## config.mk

```make
export PLATFORM = sky130hd
export DESIGN_NAME = uart_alu_iface
export DESIGN_NICKNAME = d
export VERILOG_FILES = /design/src/rtl/uart_alu_pkg.sv /design/src/rtl/uart_iface_timer.sv /design/src/rtl/uart_alu_iface.sv
export SDC_FILE = /design/constraint.sdc
export NUM_CORES = 1
export LEC_CHECK = 0
export BUFFER_PORTS_ARGS = -buffer_cell sky130_fd_sc_hd__buf_2
export CAP_MARGIN = 10
export CORE_MARGIN = 2
export CORE_UTILIZATION = 37
export DETAILED_ROUTE_END_ITERATION = 10
export MAX_ROUTING_LAYER = met4
export SETUP_SLACK_MARGIN = 0.5
export SYNTH_ARGS = -nofsm -noshare
export SYNTH_HDL_FRONTEND = slang
export SYNTH_HIERARCHICAL = 1
export SYNTH_SLANG_ARGS = --single-unit
```

## constraint.sdc

```tcl
create_clock -name i_clk -period 2.6 [get_ports i_clk]
set_input_delay 0.39 -clock i_clk [delete_from_list [all_inputs] [get_ports i_clk]]
set_output_delay 0.39 -clock i_clk [all_outputs]
set_load 0.005 [all_outputs]
```

## src/rtl/uart_alu_pkg.sv

```systemverilog
// -----------------------------------------------------------------------------
// uart_alu_pkg
// Shared definitions for the UART command sequencer, its ALU and its bench:
//   - default byte / opcode widths
//   - sequencer state encoding
//   - ALU opcode constants
//   - small state-classification helpers
// -----------------------------------------------------------------------------
package uart_alu_pkg;

  localparam int DATA_BITS_DEF = 8;
  localparam int OP_BITS_DEF   = 6;

  typedef enum logic [2:0] {
    ST_WAIT_A  = 3'd0,
    ST_WAIT_B  = 3'd1,
    ST_WAIT_OP = 3'd2,
    ST_EXEC    = 3'd3,
    ST_SEND    = 3'd4,
    ST_WAIT_TX = 3'd5
  } state_e;

  localparam logic [5:0] OP_ADD = 6'h20;
  localparam logic [5:0] OP_SUB = 6'h22;
  localparam logic [5:0] OP_AND = 6'h24;
  localparam logic [5:0] OP_OR  = 6'h25;
  localparam logic [5:0] OP_XOR = 6'h26;
  localparam logic [5:0] OP_NOR = 6'h27;
  localparam logic [5:0] OP_SRL = 6'h02;
  localparam logic [5:0] OP_SRA = 6'h03;

  // A command is being executed or its result transmitted.
  function automatic logic is_busy_state(input state_e s);
    return (s == ST_EXEC) || (s == ST_SEND) || (s == ST_WAIT_TX);
  endfunction

  // A command has been started but is not yet complete.
  function automatic logic is_partial_state(input state_e s);
    return (s == ST_WAIT_B) || (s == ST_WAIT_OP);
  endfunction

endpackage

```

## src/rtl/uart_iface_timer.sv

```systemverilog
// -----------------------------------------------------------------------------
// uart_iface_timer
// Idle-cycle counter used to abandon partially received commands.
// Ports:
//   i_clk, i_reset  clock, synchronous active-high reset
//   i_clear         restart counting from zero this cycle
//   i_enable        count only while high; counter is held at zero otherwise
//   o_expire        high while enabled, not cleared, and TIMEOUT_CYCLES-1 reached
// -----------------------------------------------------------------------------
module uart_iface_timer #(
  parameter int TIMEOUT_CYCLES = 1_000_000
) (
  input  logic i_clk,
  input  logic i_reset,
  input  logic i_clear,
  input  logic i_enable,
  output logic o_expire
);

  localparam int CNT_W = (TIMEOUT_CYCLES > 2) ? $clog2(TIMEOUT_CYCLES) : 1;
  localparam logic [CNT_W-1:0] LAST = CNT_W'(TIMEOUT_CYCLES - 1);

  logic [CNT_W-1:0] cnt_q;
  logic [CNT_W-1:0] cnt_d;

  // Next count: clear, saturate at the last value, or advance.
  always_comb begin
    cnt_d = cnt_q;
    if (i_clear || !i_enable) begin
      cnt_d = {CNT_W{1'b0}};
    end else if (cnt_q == LAST) begin
      cnt_d = cnt_q;
    end else begin
      cnt_d = cnt_q + CNT_W'(1);
    end
  end

  // Counter register.
  always_ff @(posedge i_clk) begin
    if (i_reset) begin
      cnt_q <= {CNT_W{1'b0}};
    end else begin
      cnt_q <= cnt_d;
    end
  end

  // A byte arriving in the expiry cycle clears the counter and suppresses expiry.
  always_comb begin
    o_expire = i_enable && !i_clear && (cnt_q == LAST);
  end

endmodule

```

## src/rtl/uart_alu_iface.sv

```systemverilog
// -----------------------------------------------------------------------------
// uart_alu_iface
// Collects three received bytes (operand A, operand B, opcode), presents them
// to an external combinational ALU, captures the result and hands it to the
// UART transmitter as a single byte.
// Optional feature: define UART_ALU_IFACE_TIMEOUT_EN to drop a partial command
// after TIMEOUT_CYCLES idle cycles (o_timeout pulses); otherwise o_timeout = 0.
// Ports:
//   i_clk, i_reset            clock, synchronous active-high reset
//   i_rx_done, i_rx_data      received byte strobe and data
//   i_alu_result              combinational ALU result
//   o_alu_a, o_alu_b, o_alu_op  command registers driving the ALU
//   i_tx_done                 transmitter finished the byte
//   o_tx_start, o_tx_data     transmit request pulse and held result byte
//   o_busy                    executing or transmitting
//   o_overrun                 byte arrived while busy and was dropped
//   o_timeout                 partial command was dropped
// -----------------------------------------------------------------------------
module uart_alu_iface
  import uart_alu_pkg::*;
#(
  parameter int DATA_BITS      = DATA_BITS_DEF,
  parameter int OP_BITS        = OP_BITS_DEF,
  parameter int TIMEOUT_CYCLES = 1_000_000
) (
  input  logic                 i_clk,
  input  logic                 i_reset,
  input  logic                 i_rx_done,
  input  logic [DATA_BITS-1:0] i_rx_data,
  input  logic [DATA_BITS-1:0] i_alu_result,
  output logic [DATA_BITS-1:0] o_alu_a,
  output logic [DATA_BITS-1:0] o_alu_b,
  output logic [OP_BITS-1:0]   o_alu_op,
  input  logic                 i_tx_done,
  output logic                 o_tx_start,
  output logic [DATA_BITS-1:0] o_tx_data,
  output logic                 o_busy,
  output logic                 o_overrun,
  output logic                 o_timeout
);

  state_e               state_q;
  state_e               state_d;
  logic [DATA_BITS-1:0] alu_a_q;
  logic [DATA_BITS-1:0] alu_b_q;
  logic [OP_BITS-1:0]   alu_op_q;
  logic [DATA_BITS-1:0] tx_data_q;
  logic                 partial_s;
  logic                 expire_s;

  assign partial_s = is_partial_state(state_q);

`ifdef UART_ALU_IFACE_TIMEOUT_EN
  uart_iface_timer #(
    .TIMEOUT_CYCLES(TIMEOUT_CYCLES)
  ) u_timer (
    .i_clk    (i_clk),
    .i_reset  (i_reset),
    .i_clear  (i_rx_done),
    .i_enable (partial_s),
    .o_expire (expire_s)
  );
`else
  assign expire_s = 1'b0;
`endif

  // State register.
  always_ff @(posedge i_clk) begin
    if (i_reset) begin
      state_q <= ST_WAIT_A;
    end else begin
      state_q <= state_d;
    end
  end

  // Next-state logic; a byte in the expiry cycle wins over the timeout.
  always_comb begin
    state_d = state_q;
    case (state_q)
      ST_WAIT_A: begin
        if (i_rx_done) state_d = ST_WAIT_B;
        else           state_d = ST_WAIT_A;
      end
      ST_WAIT_B: begin
        if (i_rx_done)     state_d = ST_WAIT_OP;
        else if (expire_s) state_d = ST_WAIT_A;
        else               state_d = ST_WAIT_B;
      end
      ST_WAIT_OP: begin
        if (i_rx_done)     state_d = ST_EXEC;
        else if (expire_s) state_d = ST_WAIT_A;
        else               state_d = ST_WAIT_OP;
      end
      ST_EXEC: state_d = ST_SEND;
      ST_SEND: state_d = ST_WAIT_TX;
      ST_WAIT_TX: begin
        if (i_tx_done) state_d = ST_WAIT_A;
        else           state_d = ST_WAIT_TX;
      end
      default: state_d = ST_WAIT_A;
    endcase
  end

  // Outputs derived from the current state and same-cycle strobes.
  always_comb begin
    o_busy     = is_busy_state(state_q);
    o_tx_start = (state_q == ST_SEND);
    o_overrun  = is_busy_state(state_q) && i_rx_done && !i_reset;
    o_timeout  = partial_s && expire_s && !i_rx_done && !i_reset;
  end

  // Command and result registers; bytes arriving while busy are not stored.
  always_ff @(posedge i_clk) begin
    if (i_reset) begin
      alu_a_q   <= {DATA_BITS{1'b0}};
      alu_b_q   <= {DATA_BITS{1'b0}};
      alu_op_q  <= {OP_BITS{1'b0}};
      tx_data_q <= {DATA_BITS{1'b0}};
    end else begin
      if (i_rx_done && (state_q == ST_WAIT_A))  alu_a_q  <= i_rx_data;
      if (i_rx_done && (state_q == ST_WAIT_B))  alu_b_q  <= i_rx_data;
      if (i_rx_done && (state_q == ST_WAIT_OP)) alu_op_q <= i_rx_data[OP_BITS-1:0];
      if (state_q == ST_EXEC)                   tx_data_q <= i_alu_result;
    end
  end

  assign o_alu_a   = alu_a_q;
  assign o_alu_b   = alu_b_q;
  assign o_alu_op  = alu_op_q;
  assign o_tx_data = tx_data_q;

endmodule

```

==> After elaboration in Yosys (flattened, before gate mapping) <==
Cells that the tools add are included.
{ "word_totals": {"reg_bits": 33, "latchBits": 0, "ram_bits": 0, "mem_bits_ro": 0, "inputBits": 20, "out_inout_bits": 34, "wordCells": 24, "memories": 0} }
{ "classes": {"n_addsub": 0, "mul": 0, "n_div": 0, "magnitude_cmp": 0, "eq_ne": 5, "shifts": 0, "n_mux": 5, "bitwise": 0, "reduce_logical": 9} }
{ "op_table": {"columns": ["op", "n"], "rows": [
  ["$pmux W3 S6", 1],
  ["$eq A3 B2 Y1 const B", 2],
  ["$eq A3 B3 Y1 const B", 2],
  ["$logic_and A1 B1 Y1", 5],
  ["$eq A3 B1 Y1 const B", 1],
  ["$logic_not A3 Y1", 1],
  ["$mux W3", 1],
  ["$logic_or A1 B1 Y1", 2],
  ["$mux W1", 2],
  ["$mux W2", 1],
  ["$logic_not A1 Y1", 1]
]} }

==> Depth between registers and ports, before layout <==
{ "depth": {"ltp_word": 5, "ltp_mapped": 5, "mapped_depth_nobuf": 3} }

==> Worst setup path before layout <==
Ideal clock, no wire load.
{ "synth_path": {"path_type": "register to output", "startpoint": "reg state_q[2]", "endpoint": "out o_overrun", "arrival_ns": 1.103, "required_time_ns": 2.210, "slack_ns": 1.107, "stages_incl_launch_ff": 6, "path_buffers": 2, "path_cell_list": "dfxtp_1 -> buf_2 -> nand3b_1 -> buf_2 -> nand2_1 -> and3_1"} }
{ "synth_between": {"elab_chain_cells": 5, "elab_cells_between_ends": 7, "classes_between": "eq/ne (3); reduce/logical (4)"} }
{ "synth_lines": {"columns": ["item", "line_no", "source"], "rows": [
  ["from (decl)", "uart_alu_iface.sv:42", "state_e state_q;"],
  ["from (signal assigned)", "uart_alu_iface.sv:72", "state_q <= state_d;"],
  ["$eq A3 B2 Y1 / $eq A3 B3 Y1 (equally long branches)", null, null],
  ["$logic_or A1 B1 Y1", null, null],
  ["$logic_or A1 B1 Y1 *", null, null],
  ["net o_busy", "uart_alu_iface.sv:37", "output logic o_busy,"],
  ["$logic_and A1 B1 Y1 * (2 in a row)", "uart_alu_iface.sv:108", "o_overrun = is_busy_state(state_q) && i_rx_done && !i_reset;"],
  ["to (decl)", "uart_alu_iface.sv:38", "output logic o_overrun,"]
]} }
The timed path passes the listed nets; every way through them passes the cells marked *.

==> Final worst setup path <==
{ "layout_path": {"startpoint": "reg state_q[1]", "endpoint": "out o_overrun"} }
{ "layout_between": {"elab_chain_cells": 5, "elab_cells_between_ends": 7, "classes_between": "eq/ne (3); reduce/logical (4)"} }
{ "layout_lines": {"columns": ["item", "line_no", "source"], "rows": [
  ["$eq A3 B2 Y1 / $eq A3 B3 Y1 (equally long branches)", "uart_alu_pkg.sv:34", "return (s == ST_EXEC) || (s == ST_SEND) || (s == ST_WAIT_TX);"],
  ["$logic_or A1 B1 Y1", "uart_alu_pkg.sv:34", null],
  ["$logic_or A1 B1 Y1 *", "uart_alu_pkg.sv:34", null],
  ["$logic_and A1 B1 Y1 * (2 in a row)", "uart_alu_iface.sv:108", null]
]} }
Every way passes the cells marked *; elsewhere a longest branch is shown, timed or not.

==> metrics <==
average vias per placed instance=between 4 and 5; fraction of the core area covered by cells at the end of the flow=48.2%; initial antenna violation count=0; area growth from synthesis to layout=24.9%; diode insertion count for antenna repair=0; post-CTS setup repair buffer count=0; placer congestion estimate=approximately 0.7; count of distinct cell types in the synthesized netlist=25; number of failing hold endpoints at the final stage=0; signal arrival time at the worst endpoint=between 1 and 1.5 ns; relative contribution of sequential cells to total power=59.1%; first drt pass iteration count=4; HPWL after DPL=1.96 mm; warning count from the yosys run=6; actual slew at the worst max-slew pin=0.511 ns; worst relative slew slack=between 60% and 70%; Die Height=roughly 63 µm; Die X-Extent=~63 µm; count of port buffers added during placement=52; Final Cycle Share=71.9%; Syn Nets=153; number of flops mapped to enable cells by yosys=0; switching share of total power=24.9%; wirelength, routed=~2.7 mm; Cells after Synth=~130; final sum of negative setup slack=0 ns; CP peak stage delay=~0.51 ns; power dissipated by switching net loads=0.228 mW; commonest cells in the synthesized netlist=sky130_fd_sc_hd__dfxtp_1 (33), sky130_fd_sc_hd__nor2_1 (23), sky130_fd_sc_hd__mux2i_1 (22), sky130_fd_sc_hd__nand2_1 (17), sky130_fd_sc_hd__a21oi_1 (9); Worst setup SP type=flop; share of the yosys chip area belonging to registers=about half; fraction of synthesized cell area taken by the top area cell type=approximately half; global routing usage summed across all routing layers=~15%; RSZ-0062 raised after global routing=no; CTS root buffer=sky130_fd_sc_hd__clkbuf_4; Worst Path Required=approximately 2.2 ns; vias in the first global route=~1.0k; TritonCTS clock tree=yes; Synth Flop Type=sky130_fd_sc_hd__dfxtp_1; class of the most critical setup path=reg2out; worst setup slack before clock tree synthesis=about 0.98 ns; clock tree buffer depth=2; cells taking the most area after synthesis=sky130_fd_sc_hd__dfxtp_1 (51%), sky130_fd_sc_hd__mux2i_1 (17%), sky130_fd_sc_hd__nor2_1 (6.6%); post-route clock skew=0.00806 ns; insertion delay of the later-clocked pin in the worst-skew pair=approximately 0.32 ns; global route overflow=0; number of storage elements in the synthesis netlist=33; wire per inst=~12 µm; net count of the finished layout=203; Synth area leader=sky130_fd_sc_hd__dfxtp_1; static power due to leakage=around 0.81 nW; cell with the largest stage delay on the worst path=sky130_fd_sc_hd__dfxtp_1; Worst VDD drop=slightly below 0.3 mV; Post-Syn Area=1300 µm²; Die Footprint=approximately 4000 µm²; post-detailed-route count of antenna-violating nets=0; PwrDens=566 nW/µm²; most repeated cell in the gate-level netlist after synthesis=sky130_fd_sc_hd__dfxtp_1; pin count of the biggest net entering global routing=33; number of cell rows=21; wire length of the first global-routing pass=~4.5 mm; fraction of power consumed by the clock network=about 29%; fraction of registers with async set or reset after synthesis=0%; endpoint kind of the worst setup timing path=output pin; standard cell core area=3360 µm²; count of final setup violators=0; top fanout value on the critical path=10; CP cell instances=nand3b_1 -> buf_4 -> nand2_1 -> and3_1 -> buf_2; CTS H-tree lvls=2; # clock sinks=33; routed via count=between 1k and 1.5k; Pwr Total=0.918 mW; Max Fclk=roughly 540 MHz; DR iter-0 viols=50; clock-pin slew on the worst setup and hold paths=about 0.09 ns; proportion of layout cells with a drive suffix above 1=between 30% and 40%; part of the total power dissipated in combinational logic=12.0%; DRC violation count after routing=0; PnR worst setup slack=roughly 0.73 ns; run status=finished, final reports clean; path type of the worst min-delay path=in2reg; number of max-cap violations=0; internal portion of total power=between 0.6 and 0.7 mW; max-slew violation count=0; Post-CTS Resized=0; initial cell density of the core=between 30% and 40%; Num CTS Buffers=5; shortest period the worst path allows=around 1.9 ns; io pins=between 50 and 60; cts-stage hold buffer count=0; average cell area after synthesis=9.77 µm²
## power by group through the flow
stage | clock network [mW] | registers (mW) | logic, mW
6_report | 0.265 | 0.543 | 0.110
5_1_grt | 0.294 | 0.547 | 0.123
4_1_cts | 0.274 | 0.543 | 0.112
3_5_place_dp | 0 | 0.554 | 0.111
3_3_place_gp | 0 | 0.553 | 0.110
2_1_floorplan | 0 | 0.549 | 0.0751
## layer usage
| layer | vias to the layer above | routed length [µm] | global-route usage, % |
|---|---|---|---|
| met3 | 7 | 139 | 5.54 |
| met5 | - | 0 | - |
| met1 | 486 | 1210 | 16.1 |
| li1 | 538 | - | - |
| met2 | 27 | 1350 | 25.4 |
| met4 | 0 | 47 | 5.71 |
## placed cells by master, fill, tap and decap left out
master                     Yosys  final
sky130_fd_sc_hd__and3_1        1      1
sky130_fd_sc_hd__or2b_1        1      1
sky130_fd_sc_hd__o31a_1        1      1
sky130_fd_sc_hd__nand2b_1      1      1
sky130_fd_sc_hd__mux2i_1      22     22
sky130_fd_sc_hd__a21oi_1       9      9
sky130_fd_sc_hd__nor4bb_2      0      1
sky130_fd_sc_hd__nor4b_1       1      1
sky130_fd_sc_hd__inv_1         2      2
sky130_fd_sc_hd__nor4b_4       1      1
sky130_fd_sc_hd__nand3b_1      2      2
sky130_fd_sc_hd__a21o_1        1      1
sky130_fd_sc_hd__buf_4         3      3
sky130_fd_sc_hd__dfxtp_1      33     31
sky130_fd_sc_hd__o32ai_1       1      1
sky130_fd_sc_hd__buf_2         3     52
sky130_fd_sc_hd__a211oi_1      1      1
sky130_fd_sc_hd__or4b_4        1      1
sky130_fd_sc_hd__dfxtp_2       0      2
sky130_fd_sc_hd__and4bb_2      1      1
sky130_fd_sc_hd__clkbuf_4      0      5
sky130_fd_sc_hd__nor2_1       23     23
sky130_fd_sc_hd__nand2_1      17     17
sky130_fd_sc_hd__conb_1        1      1
sky130_fd_sc_hd__clkbuf_1      3      3
## cell type report
class	count	area (µm²)
fill	365	1740
sequential	33	663
multi-input combinational	86	562
timing repair buffer	55	283
tap	46	57.6
clock buffer	8	48.8
inverter	2	7.51
## sequential cells by signal (all words and copies together) (netlist names)
signal and cells:
o_alu_b 8, o_tx_data 8, o_alu_a 8, o_alu_op 6, state_q 3
## critical path: cells and delay by family, from the launching register on
| kind | cells | cell delay (ns) |
|---|---|---|
| buffers and inverters | 2 | 0.31 |
| and+or+nand+nor | 3 | 0.35 |
| DFF | 1 | 0.51 |
## worst paths after layout
check / from / endpoint / slack (ns) / cells after the start
worst max-delay path: state_q[1]$_SDFF_PP0_ / o_overrun / 0.73 / 5
worst max register to register: state_q[1]$_SDFF_PP0_ / o_alu_op[0]$_SDFFE_PP0P_ / 1.23 / 4
worst min register to register: o_alu_a[6]$_SDFFE_PP0P_ / o_alu_a[6]$_SDFFE_PP0P_ / 0.46 / 2
worst min-delay path: i_alu_result[3] / o_tx_data[3]$_SDFFE_PP0N_ / 0.29 / 3
## cells by family (layout without fill, tap and decap cells)
| logic type | Yosys count | after routing | synth area share [%] |
|---|---|---|---|
| mux | 22 | 22 | 17.0 |
| compound gates | 13 | 13 | 5.97 |
| buf+inv | 14 | 65 | 6.36 |
| flops | 33 | 33 | 50.9 |
| simple gates | 50 | 50 | 19.6 |
| other cells | 1 | 1 | 0.289 |
## per-stage QoR
stage / hold slack [ns] / cell area (µm²) / std cells
2_1_floorplan: 0.453 / 1300 / 133
4_1_cts: 0.281 / 1620 / 230
6_report: 0.292 / 1620 / 230
5_1_grt: 0.281 / 1620 / 230
3_3_place_gp: 0.440 / 1570 / 222
3_5_place_dp: 0.448 / 1570 / 222
Note: power is estimated with default switching activity, not from simulation.
